===== src/rtl/cpu_pkg.sv =====
// Shared CPU definitions: opcodes, widths and the fetch-unit state type.
package cpu_pkg;

   localparam int unsigned INSTR_W    = 32;
   localparam int unsigned WORD_BYTES = 4;

   localparam logic [5:0] OPC_J    = 6'b000010;
   localparam logic [5:0] OPC_BEQ  = 6'b000100;
   localparam logic [5:0] OPC_ADDI = 6'b001000;

   typedef enum logic {
      RUN,
      HALT
   } fetch_state_e;

endpackage


===== src/rtl/jump_predecode.sv =====
// Combinational pre-decode of the fetched word: spots `j`, computes its
// target and flags the self-loop idiom used to end a program.
module jump_predecode
   import cpu_pkg::*;
(
   input  logic [INSTR_W-1:0] instr_i,
   input  logic [31:0]        pc_i,
   output logic               is_jump_o,
   output logic [31:0]        jump_target_o,
   output logic               is_self_loop_o,
   output logic [31:0]        pc_plus4_o
);

   always_comb begin
      pc_plus4_o     = pc_i + 32'(WORD_BYTES);
      is_jump_o      = (instr_i[31:26] == OPC_J);
      // Region bits come from the address of the delay slot, not the jump itself.
      jump_target_o  = {pc_plus4_o[31:28], instr_i[25:0], 2'b00};
      is_self_loop_o = is_jump_o && (jump_target_o == pc_i);
   end

endmodule


===== src/rtl/instruction_fetch_unit.sv =====
// Fetch stage: owns the PC, reads the combinational instruction memory and
// hands instructions to decode over valid/ready; halts on a self-loop jump.
module instruction_fetch_unit
   import cpu_pkg::*;
#(
   parameter logic [31:0] RESET_PC = 32'd0,
   parameter int unsigned COUNT_W  = 16
) (
   input  logic               clk,
   input  logic               rst_n,
   output logic [31:0]        imem_addr,
   input  logic [31:0]        imem_instr,
   input  logic               redirect_valid,
   input  logic [31:0]        redirect_pc,
   output logic               out_valid,
   input  logic               out_ready,
   output logic [31:0]        out_instr,
   output logic [31:0]        out_pc,
   output logic               halted,
   output logic [COUNT_W-1:0] fetch_count
);

   fetch_state_e       state_q, state_d;
   logic [31:0]        pc_q, pc_d;
   logic               out_valid_q, out_valid_d;
   logic [31:0]        out_instr_q, out_instr_d;
   logic [31:0]        out_pc_q, out_pc_d;
   logic [COUNT_W-1:0] count_q, count_d;

   logic               fire;
   logic               is_jump;
   logic               is_self_loop;
   logic [31:0]        jump_target;
   logic [31:0]        pc_plus4;
   logic [31:0]        next_pc;

   jump_predecode u_predecode (
      .instr_i        (imem_instr),
      .pc_i           (pc_q),
      .is_jump_o      (is_jump),
      .jump_target_o  (jump_target),
      .is_self_loop_o (is_self_loop),
      .pc_plus4_o     (pc_plus4)
   );

   always_ff @(posedge clk or negedge rst_n) begin
      if (!rst_n) state_q <= RUN;
      else        state_q <= state_d;
   end

   always_comb begin
      state_d = state_q;
      if (redirect_valid) begin
         state_d = RUN;
      end else begin
         case (state_q)
            RUN:     if (fire && is_self_loop) state_d = HALT;
            HALT:    state_d = HALT;
            default: state_d = RUN;
         endcase
      end
   end

   always_comb begin
      fire   = (state_q == RUN) && !redirect_valid && (!out_valid_q || out_ready);
      halted = (state_q == HALT);
   end

   always_comb begin
      next_pc     = is_jump ? jump_target : pc_plus4;
      pc_d        = pc_q;
      out_valid_d = out_valid_q;
      out_instr_d = out_instr_q;
      out_pc_d    = out_pc_q;
      // Redirect flushes whatever is held, even mid-stall.
      if (redirect_valid) begin
         pc_d        = redirect_pc & ~32'd3;
         out_valid_d = 1'b0;
      end else if (fire) begin
         pc_d        = next_pc;
         out_valid_d = 1'b1;
         out_instr_d = imem_instr;
         out_pc_d    = pc_q;
      end else if (out_ready) begin
         out_valid_d = 1'b0;
      end

      count_d = count_q;
      if (out_valid_q && out_ready) count_d = count_q + COUNT_W'(1);
   end

   always_ff @(posedge clk or negedge rst_n) begin
      if (!rst_n) begin
         pc_q        <= RESET_PC;
         out_valid_q <= 1'b0;
         out_instr_q <= '0;
         out_pc_q    <= '0;
         count_q     <= '0;
      end else begin
         pc_q        <= pc_d;
         out_valid_q <= out_valid_d;
         out_instr_q <= out_instr_d;
         out_pc_q    <= out_pc_d;
         count_q     <= count_d;
      end
   end

   assign imem_addr   = pc_q;
   assign out_valid   = out_valid_q;
   assign out_instr   = out_instr_q;
   assign out_pc      = out_pc_q;
   assign fetch_count = count_q;

endmodule


===== config.mk =====
export PLATFORM = sky130hd
export DESIGN_NAME = instruction_fetch_unit
export DESIGN_NICKNAME = d
export VERILOG_FILES = /design/src/rtl/cpu_pkg.sv /design/src/rtl/jump_predecode.sv /design/src/rtl/instruction_fetch_unit.sv
export SDC_FILE = /design/constraint.sdc
export NUM_CORES = 1
export LEC_CHECK = 0
export CAP_MARGIN = 5
export CORE_UTILIZATION = 50
export DETAILED_ROUTE_END_ITERATION = 16
export PLACE_DENSITY = 0.95
export SKIP_LAST_GASP = 1
export SLEW_MARGIN = 20
export SYNTH_ARGS = -nofsm -noshare
export SYNTH_HDL_FRONTEND = slang
export SYNTH_SLANG_ARGS = --single-unit
export TNS_END_PERCENT = 30

===== constraint.sdc =====
create_clock -name clk -period 5.05 [get_ports clk]
set_input_delay 1.01 -clock clk [delete_from_list [all_inputs] [get_ports clk]]
set_output_delay 1.01 -clock clk [all_outputs]
set_load 0.01 [all_outputs]

# Word-level counts from Yosys, hierarchy flattened
# Cells that the tools add are included.
[word_totals]
output_inout_bits = 114
register_bits = 114
wordCells = 32
in_bits = 68
[classes]
eq_ne = 2
n_bitwise = 2
add_sub_neg = 2
mux = 9
reduce_logical = 11
[ops]
columns = ["cell", "n"]
rows = [
  ["32-bit 2-to-1 mux", 2],
  ["32-bit by 3-bit adder with 32-bit output (second input constant)", 1],
  ["32-bit == test", 1],
  ["28-bit 2-to-1 mux", 1],
  ["16-bit by 1-bit adder with 16-bit output (second input constant)", 1],
  ["6-bit by 2-bit == test with 1-bit output (second input constant)", 1],
  ["1-bit logical AND", 5],
  ["1-bit 2-to-1 mux", 5],
  ["3-bit nonzero test", 1],
  ["1-bit logical NOT", 2],
  ["1-bit inverter", 2],
  ["1-bit one-hot mux with 2 select lines", 1],
  ["2-bit AND reduction", 1],
  ["2-bit nonzero test", 1],
  ["1-bit logical OR", 1],
]

# Depth between registers and ports, before layout
[logic_depth]
depth_word = 7
mapped_depth = 7
mapped_depth_nobuf = 6

# Modules after synthesis
# From an unflattened synthesis, not the netlist that was laid out.
[unflattened]
hier_cells = 539
hier_area_um2 = 6337.3
[modules_own_cells]
columns = ["module", "n_inst", "cells_per_inst", "seq_area_each_um2", "area_each_um2"]
rows = [
  ["instruction_fetch_unit", 1, 378, 2852.7, 5109.9],
  ["jump_predecode", 1, 161, 0.0, 1227.4],
]

# Least setup slack after synthesis
# Ideal clock, no wire load.
[synth_timing]
kind = "input to register"
from = "input imem_instr[29]"
to = "register pc_q[7] (netlist: imem_addr[7])"
arrival_time_ns = 2.152
setup_slack_ns = 2.772
setup_time_ns = 0.126
path_stages = 6
n_path_buf = 2
required_time_ns = 4.924
path_cell_list = "nor4_1 -> and3b_1 -> buf_2 -> buf_2 -> o21ai_0 -> a221o_1"
[synth_between]
elab_chain_cells = 4
[synth_rtl]
columns = ["element", "line_no", "text"]
rows = [
  ["from (decl)", "instruction_fetch_unit.sv:12", "input logic [31:0] imem_instr,"],
  ["6-bit by 2-bit == test with 1-bit output", "jump_predecode.sv:16", "is_jump_o = (instr_i[31:26] == OPC_J);"],
  ["28-bit 2-to-1 mux", "instruction_fetch_unit.sv:70", "next_pc = is_jump ? jump_target : pc_plus4;"],
  ["32-bit 2-to-1 mux", "instruction_fetch_unit.sv:79", "end else if (fire) begin"],
  ["32-bit 2-to-1 mux", "instruction_fetch_unit.sv:76", "if (redirect_valid) begin"],
  ["to (signal assigned)", "instruction_fetch_unit.sv:100", "pc_q <= pc_d;"],
  ["to (decl)", "instruction_fetch_unit.sv:24", "logic [31:0] pc_q, pc_d;"],
]
# Every way passes these cells. The select of a mux whose other input is x is not followed.
# A chain may end at the register's enable or synchronous reset.

# Final worst setup path
[layout_timing]
from = "input imem_instr[28]"
to = "register pc_q[3] (netlist: imem_addr[3])"
# Same word-level chain as after synthesis.

==> flow_results.org <==
** STA
- Final count of pins violating max slew :: 0
- Across the routed clock network, the largest skew measured is 5.01 ps.
- Peak clock frequency supported by timing :: 330 MHz
- Setup violations remaining at the end of the flow were counted as 0.
- Final hold violation count :: 0
- Final critical-path share of the clock period :: 0.599
- After routing, the total negative slack on setup checks comes to 0 ps.
- Slew at the pin with the worst max-slew slack :: slightly below 1000 ps
- Final hold analysis gives a worst-case slack of 479 ps.
- The routed design could run at a clock period as short as just over 3000 ps.
- Once routing completed, OpenROAD measured the worst setup slack at 2020 ps.
- Slew Limit Headroom :: 0.350
- Setup repair after global routing left no endpoint under its margin.

** Layout
- Area used by multi-input combinational logic :: 2660 µm²
- In the final layout, the share of cells above drive strength 1 is 0.140.
- Leaving out filler cells and counting taps, the final layout contains 819.
- Once layout is complete, the utilization of the core stands at 0.701.
- Fill count :: 807
- The number of antenna diodes in the final layout is 0.
- Post-route design area :: 7660 µm²
- Area added between synthesis and finish :: 35.6%
- Across the whole layout, storage elements account for 2750 µm².
- Post-layout net count :: 744

** Yosys
- sky130_fd_sc_hd__dfrtp_1 is the most common cell in the netlist.
- Of the post-synthesis cell area, the part taken by muxes is 0.132.
- Combinational family with the most area after synthesis :: simple AND/OR/NAND/NOR gates
- Yosys attributes the largest share of cell area to sky130_fd_sc_hd__dfrtp_1 49%, sky130_fd_sc_hd__mux2_2 13%, sky130_fd_sc_hd__xor2_1 5.1%.
- Counting flops with an async set or reset pin after synthesis yields a share of 1.00.
- Post-synth top area cell :: sky130_fd_sc_hd__dfrtp_1
- In the synthesized netlist the dominant register cell turns out to be sky130_fd_sc_hd__dfrtp_1.
- Synthesis instantiated 46 different standard cells from the library.
- Adder-cell share of the synthesized area :: 0.00443
- In this run, synthesis inferred 0 flip-flops with an integrated enable.
- By count the netlist is led by 110 x sky130_fd_sc_hd__dfrtp_1, 66 x sky130_fd_sc_hd__mux2_2, 46 x sky130_fd_sc_hd__nand2_1.
- Synthesized-area fraction occupied by and/or/nand/nor cells :: 0.152
- Average cell area after synthesis :: around 11 µm²
- Area fraction in compound gates after synthesis :: 0.0890
- #FFs+latches synth :: 110
- Xor and xnor fraction of the mapped netlist area :: 0.0899
- Of the post-synthesis cell area, the dominant cell type holds 0.487.
- After technology mapping, the gate count stands at between 500 and 600.
- Part of the Yosys area used for sequential elements :: 0.487
- Cell area after synthesis :: 5650 µm²
- Yosys synthesis warning count :: 0

** Route
- Dividing the detail-routed wire length by the instance count gives 18.9 µm.
- Number of DRC markers in iteration 0 :: around 360
- In the routed layout, each cell is associated on average with a via count of 5.89.
- Drt first pass iters :: 5
- The highest metal layer carrying signal wires in the routed design is met4.
- The routed design has between 15000 and 20000 µm of wire.
- Wire segments on met2 add up to around 7900 µm in the final route.
- Met1 layer wirelength in the final routing :: between 6000 and 7000 µm
- The detailed router placed 4820 vias in this run.
- The count of nets left with antenna violations once routing finished came out at 0.
- Detailed-routed wire length on met3 :: 1090 µm
- Post-route DRC :: 0

** Global route
- Number of global-route vias before repair :: 4750
- Entering global routing, the biggest net connects 63 pins.
- Across every metal layer, demand over resource in global routing totals 0.270.
- The first global-routing pass estimated around 24000 µm of wire.
- Remaining global-route overflow :: 0
- Number of antenna violations at the first check in global routing :: 0

** Clocking
- Library cell used as clock root buffer :: sky130_fd_sc_hd__clkbuf_16
- Number of H-tree branching levels :: 3
- The number of clock buffers added by TritonCTS is 9.
- Clock-pin slew was measured on the worst setup and hold paths at 70 ps.
- Clk sinks :: 110
- Total setup buffers inserted after CTS :: 0
- TritonCTS built the clock tree.
- The longest clock path from root to sink contains 2 buffers.
- Clock Latency Late Sink :: 350 ps
- Buffers inserted to repair hold after CTS numbered 0.
- The number of gates resized after CTS was 0.

** Job
- Across the run, the number of max-cap violations was 0.

** Placed design
- Post-detailed-placement half-perimeter wirelength :: 11100 µm
- Timing analysis after detailed placement gives a worst setup slack of 1710 ps.
- Once placement finished, the instance area stood at 7390 µm².
- RePlAce Congestion :: between 0.8 and 0.9
- Placed instance count :: 803
- Port buffering added 175 buffers.

** Critical path
- Crit path arrival time :: 3320 ps
- R2R Setup Slk :: 2740 ps
- Total buffers and inverters traversed by the critical path :: 1
- The endpoint identified for the worst register-to-register timing path is imem_addr[20].
- Highest cell delay on the worst timing path :: ~870 ps
- Launching element type of the critical path :: input port
- List of cells traversed by the critical path :: clkdlybuf4s50_1, nor4_1, and3b_1, nand2_1, a311oi_1, a21o_1
- At the worst endpoint, the required time is 5340 ps.
- Among cell families on the critical path, the largest total delay comes from simple AND/OR/NAND/NOR gates.
- By startpoint and endpoint, the worst setup path is classified as input port to flip-flop.
- Counting cells, the worst reg-to-reg path comes to 6.
- Max FO, Critical Path :: 25
- Crit Reg-Reg Startpoint :: imem_addr[3]
- The worst setup path is captured at a flip-flop.
- Standard cell with the maximum stage delay on the critical path :: sky130_fd_sc_hd__and3b_1

** Worst hold path
- Hold EP :: fetch_count[15]
- The worst hold path begins at fetch_count[15].
- Along the worst hold path, the cell count comes to 1.
- Type of the tightest min-delay check :: flip-flop to flip-flop

** Die
- Die span in x :: 108 µm
- Top-level I/O count :: 182
- The initial utilization of the core area, before any placement, comes to 0.517.
- The die covers 11700 µm².
- The floorplan has 38 rows.
- From bottom edge to top edge, the die measures 108 µm.
- Area of the core :: 10900 µm²

** Status
- The flow ran to the end, and the final reports show no timing, DRC or antenna violations.

** Pwr
- In this run the static leakage power is 3.12 nW.
- Power per cell area :: 325 nW/µm²
- VDD sags by at most 0.227 mV.
- Overall Power :: ~2.5 mW
[kinds of logic (layout without fill, tap and decap cells)]
logic type	after synthesis	after routing
and+or+nand+nor	162	162
buffers and inverters	52	200
DFF	110	110
adders and majority gates	2	2
other	1	4
xor gates and xnor gates	58	58
muxes	66	66
AOI/OAI and AO/OA	77	77
[power by group]
| part | leakage [nW] | internal, mW | switching (mW) | total, mW |
|---|---|---|---|---|
| clock | 0.134 | 0.350 | 0.321 | 0.670 |
| sequential | 1.34 | 1.01 | 0.137 | 1.14 |
| combinational | 1.65 | 0.404 | 0.273 | 0.677 |
[flip-flops by register name, summed over array words and instances (netlist names)]
signal       cells
out_instr       32
out_pc          30
fetch_count     16
out_valid        1
halted           1
imem_addr       30
[worst max path at each step]
stage	from	end	slack, ps	cells after the start
2_1_floorplan	imem_instr[29]	imem_addr[7]	2770	6
4_1_cts	imem_instr[28]	imem_addr[8]	2060	5
3_3_place_gp	imem_instr[29]	imem_addr[8]	1790	5
5_1_grt	imem_instr[29]	imem_addr[8]	1930	5
3_5_place_dp	imem_instr[28]	imem_addr[7]	1710	5
6_report	imem_instr[28]	imem_addr[3]	2020	6
[cell usage in the layout, fill, tap and decap left out, types with 9 or more instances in the layout]
cell type,instances
sky130_fd_sc_hd__nand2_1,46
sky130_fd_sc_hd__xnor2_1,25
sky130_fd_sc_hd__nor2_1,22
sky130_fd_sc_hd__nor3_1,14
sky130_fd_sc_hd__a21oi_1,19
sky130_fd_sc_hd__clkdlybuf4s50_1,173
sky130_fd_sc_hd__o21ai_0,21
sky130_fd_sc_hd__clkbuf_16,9
sky130_fd_sc_hd__o221ai_1,9
sky130_fd_sc_hd__mux2_2,66
sky130_fd_sc_hd__nand3_1,20
sky130_fd_sc_hd__and3_1,17
sky130_fd_sc_hd__nand4_1,17
sky130_fd_sc_hd__xor2_1,33
sky130_fd_sc_hd__dfrtp_1,110
[layout make-up]
| type | instances | area share |
|---|---|---|
| clock inverter | 3 | 0.00245 |
| timing repair buffer | 179 | 0.233 |
| tap | 140 | 0.0229 |
| inverter | 5 | 0.00245 |
| multi-input combinational | 369 | 0.347 |
| clock buffer | 13 | 0.0327 |
| sequential | 110 | 0.359 |
[per-layer routing]
metal	up-vias	global-route usage
met2	251	0.451
met3	24	0.0518
met1	2380	0.345
met4	0	0.108
li1	2165	-
met5	-	0
Note: power is estimated with default switching activity, not from simulation.
